--- config.mk ---
export PLATFORM = sky130hd
export DESIGN_NAME = e1of2_channel
export DESIGN_NICKNAME = d
export VERILOG_FILES = /design/src/rtl/e1of2_channel.sv
export SDC_FILE = /design/constraint.sdc
export NUM_CORES = 1
export LEC_CHECK = 0
export ABC_CLOCK_PERIOD_IN_PS = 3400
export BUFFER_PORTS_ARGS = -buffer_cell sky130_fd_sc_hd__buf_2
export CAP_MARGIN = 10
export CELL_PAD_IN_SITES_DETAIL_PLACEMENT = 0
export CELL_PAD_IN_SITES_GLOBAL_PLACEMENT = 1
export CORE_MARGIN = 1
export CORE_UTILIZATION = 43
export CTS_BUF_LIST = sky130_fd_sc_hd__clkbuf_4 sky130_fd_sc_hd__clkbuf_8
export DETAILED_ROUTE_END_ITERATION = 10
export GPL_TIMING_DRIVEN = 1
export PLACE_DENSITY = 0.95
export SLEW_MARGIN = 40
export SYNTH_ARGS = -nofsm -noshare
export SYNTH_HDL_FRONTEND = slang
export SYNTH_SLANG_ARGS = --single-unit
--- constraint.sdc ---
create_clock -name clk -period 3.4 [get_ports clk]
set_clock_uncertainty 0.1 [all_clocks]
set_input_delay 0.51 -clock clk [delete_from_list [all_inputs] [get_ports clk]]
set_output_delay 0.51 -clock clk [all_outputs]
set_load 0.05 [all_outputs]
--- src/rtl/e1of2_channel.sv ---
// Dual-rail (1-of-2) channel with enable: bundled valid/ready in,
// 4-phase return-to-zero transfer to an internal receiver, bundled out.
module e1of2_channel #(
    parameter int W = 9
) (
    input  logic         clk,
    input  logic         reset,
    input  logic         in_valid,
    input  logic [W-1:0] in_data,
    output logic         in_ready,
    output logic         out_valid,
    output logic [W-1:0] out_data,
    input  logic         out_ready,
    output logic [W-1:0] rail_t,
    output logic [W-1:0] rail_f,
    output logic         rail_e
);

    typedef enum logic [1:0] {
        TX_IDLE,
        TX_DATA,
        TX_RTZ
    } tx_t;

    typedef enum logic {
        RX_WAIT,
        RX_NEUTRAL
    } rx_t;

    tx_t          tx_q, tx_d;
    rx_t          rx_q, rx_d;
    logic [W-1:0] rail_t_d, rail_f_d;
    logic         rail_e_d;
    logic         out_valid_d;
    logic [W-1:0] out_data_d;

    logic complete;
    logic neutral;
    logic capture;

    assign in_ready = (tx_q == TX_IDLE) && rail_e;

    // Each bit must carry exactly one high rail before the token is taken.
    assign complete = &(rail_t ^ rail_f);
    assign neutral  = ~|(rail_t | rail_f);
    assign capture  = (rx_q == RX_WAIT) && complete
                    && (!out_valid || out_ready);

    always_comb begin
        tx_d     = tx_q;
        rail_t_d = rail_t;
        rail_f_d = rail_f;
        unique case (tx_q)
            TX_IDLE: begin
                if (in_valid && in_ready) begin
                    rail_t_d = in_data;
                    rail_f_d = ~in_data;
                    tx_d     = TX_DATA;
                end
            end
            TX_DATA: begin
                if (!rail_e) begin
                    rail_t_d = '0;
                    rail_f_d = '0;
                    tx_d     = TX_RTZ;
                end
            end
            TX_RTZ: begin
                if (rail_e) begin
                    tx_d = TX_IDLE;
                end
            end
            default: begin
                rail_t_d = '0;
                rail_f_d = '0;
                tx_d     = TX_IDLE;
            end
        endcase
    end

    always_comb begin
        rx_d        = rx_q;
        rail_e_d    = rail_e;
        out_valid_d = out_valid;
        out_data_d  = out_data;
        if (out_valid && out_ready) begin
            out_valid_d = 1'b0;
        end
        unique case (rx_q)
            RX_WAIT: begin
                if (capture) begin
                    out_data_d  = rail_t;
                    out_valid_d = 1'b1;
                    rail_e_d    = 1'b0;
                    rx_d        = RX_NEUTRAL;
                end
            end
            RX_NEUTRAL: begin
                if (neutral) begin
                    rail_e_d = 1'b1;
                    rx_d     = RX_WAIT;
                end
            end
        endcase
    end

    always_ff @(posedge clk) begin
        if (reset) begin
            tx_q      <= TX_IDLE;
            rx_q      <= RX_WAIT;
            rail_t    <= '0;
            rail_f    <= '0;
            rail_e    <= 1'b1;
            out_valid <= 1'b0;
            out_data  <= '0;
        end else begin
            tx_q      <= tx_d;
            rx_q      <= rx_d;
            rail_t    <= rail_t_d;
            rail_f    <= rail_f_d;
            rail_e    <= rail_e_d;
            out_valid <= out_valid_d;
            out_data  <= out_data_d;
        end
    end

endmodule

==> impl_metrics.tcl <==
set metrics [dict create \
    worstReg2RegStart "rail_t[2]$_SDFFE_PP0P_" \
    hold_buffers 0 \
    synthFlopType "dfxtp_1" \
    switching_share_pct 27.7 \
    r2r_slack_ns 1.48 \
    combPwrFrac_pct 14.6 \
    final_cells 263 \
    synthDistinctLibCells 27 \
    power_density_nw_per_um2 433 \
    cts_tree "yes" \
    rsz0062_at_grt "false" \
    hold_class "input port to register" \
    drt_iter0_markers 68 \
    p_sw_mw 0.233 \
    yosysMostFrequentCell "dfxtp_1" \
    cts_max_path_buffers 2 \
    end_kind "output port" \
    drive_gt1_share_pct 24.2 \
    yosysSeqAreaShare_pct 39.3 \
    status "completed" \
    nets 236 \
    ys_ff_latch 32 \
    period_share_pct 56.5 \
    synthesis.area_um2 1630 \
    track_usage_pct 19.0 \
    holdPathStages 3 \
    hold_path_end "tx_q[0]$_SDFFE_PP0P_" \
    drt_pass1_iterations 4 \
    io_pins 43 \
    grt_max_degree 43 \
    finalSetupTns_ns 0 \
    post_cts_buffers 0 \
    gp_congestion 0.737 \
    cts_max_level 2 \
    grt_pass1_vias 1226 \
    start_util_pct 44.5 \
    synth_cells 179 \
    insertion_delay_ns 0.29 \
    fmax_mhz 520 \
    rr_endpoint "out_data[4]$_SDFFE_PP0P_" \
    grt_pass1_wl_mm 5.84 \
    ir_drop_v 0.000234 \
    clockPowerShare_pct 37.7 \
    yosys-top-cells-count "dfxtp_1, nand2b_1, a21oi_1, inv_1, o211ai_1" \
    drc_errors 0 \
    synth_top_area_share_pct 39.3 \
    numPortBuffers 42 \
    worst_slack_ns 1.48 \
    dp_cells 255 \
    dieWidth_um 63.6 \
    vias 1386 \
    synth_top_area_cell "dfxtp_1" \
    synthTopCellsByArea "dfxtp_1, o211ai_1, nand2b_1" \
    dp_hpwl_mm 2.49 \
    dieArea_um2 4040 \
    cp.arrival_ns 1.31 \
    antennaDiodeCount 0 \
    ant_nets 0 \
    worstHoldStart "in_valid" \
    r2r.worst_path.cells 5 \
    cts-resized-gates 0 \
    overflow 0 \
    cap_viol_max_count 0 \
    max_slew_margin_pct 54.8 \
    routedWlPerCell_um 13.6 \
    pwr-share-seq_pct 47.7 \
    syn_nets 201 \
    cts_buffers 5 \
    viasPerCell 5.27 \
    cp.required_ns 2.79 \
    synth_edf_count 0 \
    setup_viol_count_final 0 \
    die_h_um 63.6 \
    hold_viol_final 0 \
    yosys_warnings 0 \
    wl_mm 3.57 \
    syn_avg_cell_area_um2 9.11 \
    clkSinkCount 32 \
    final-max-slew-violation-count 0 \
    start_kind "register" \
    syn_to_final_growth_pct 19.0 \
    criticalPathCategory "register to output port" \
    antenna_found_initial 0 \
    fin_util_pct 53.0 \
    fin_area_um2 1940 \
    fin_hold_ws_ns 0.362 \
    fin_crit_ns 1.92 \
    worst_slew_pin_slew_ns 0.676 \
    p_int_mw 0.607 \
    worstPathMaxFanout 23 \
    dpl_cell_area_um2 1840 \
    fillers 371 \
    dpl_worst_slack_ns 1.49 \
    async_flop_share_pct 0 \
    row_count 22 \
    core_area_um2 3660 \
    cts_root_buf "clkbuf_8" \
    path_clk_slew_ns 0.07 \
    fin_total_pwr_mw 0.839 \
    leakagePower_nw 0.763 \
]
## critical path, stage by stage (launching register included)
cell	delay [ns]
dfxtp_1	0.49
nor3b_1	0.25
buf_2	0.29
## worst max-delay path by stage
| stage | start | end | cells past startpoint |
|---|---|---|---|
| 2_1_floorplan | rail_e$_SDFFE_PP1P_ | in_ready | 1 |
| 3_3_place_gp | rail_t[2]$_SDFFE_PP0P_ | out_data[1]$_SDFFE_PP0P_ | 5 |
| 3_5_place_dp | rail_t[4]$_SDFFE_PP0P_ | out_data[4]$_SDFFE_PP0P_ | 5 |
| 4_1_cts | tx_q[0]$_SDFFE_PP0P_ | in_ready | 2 |
| 5_1_grt | tx_q[0]$_SDFFE_PP0P_ | rail_t[0]$_SDFFE_PP0P_ | 4 |
| 6_report | tx_q[0]$_SDFFE_PP0P_ | in_ready | 2 |
## metal layers
layer  GRT usage, %  up-vias  routed length, um
li1               -      713                  -
met1           26.2      632               1800
met2           27.3       36               1550
met3           3.99        5                166
met4           10.2        0                 63
met5              0        -                  0
## registers in the layout (all words and copies together), names as in the netlist
register   cells
out_data       9
out_valid      1
rail_e         1
rail_f         9
rail_t         9
rx_q           1
tx_q           2
## cells by family after synthesis
kind of cell             synth area share, %
XOR/XNOR                               0.537
flip-flops                              39.3
buffers and inverters                   8.90
AO/OA/AOI/OAI                           15.4
multiplexers                            5.53
adder cells (fa/ha/maj)                 6.91
AND/OR/NAND/NOR                         23.4
## power groups by stage
stage,logic [mW],registers (mW),clock network (mW)
2_1_floorplan,0.0623,0.439,0
3_3_place_gp,0.122,0.409,0
3_5_place_dp,0.122,0.409,0
4_1_cts,0.123,0.401,0.322
5_1_grt,0.133,0.402,0.347
6_report,0.122,0.401,0.317
## cell type report
class                      instances  area [um^2]  area share, %
multi-input combinational        112          845           43.5
sequential                        32          641           33.0
timing repair buffer              44          225           11.6
clock buffer                       8         97.6           5.03
inverter                          19         71.3           3.68
tap                               48         60.1           3.10
## cell usage in the layout (no fill, tap or decap), types with 2 or more instances in the layout
master    count
nand3_1       2
nor3_1        2
o211ai_1     18
nand2b_1     20
dfxtp_1      32
nand4_1       2
inv_1        19
clkbuf_8      6
mux2i_1       9
and4_1        2
or4_1         9
buf_4         2
clkbuf_4      2
a21oi_1      19
buf_2        42
ha_1          9
or4b_1        9
Note: power is estimated with default switching activity, not from simulation.
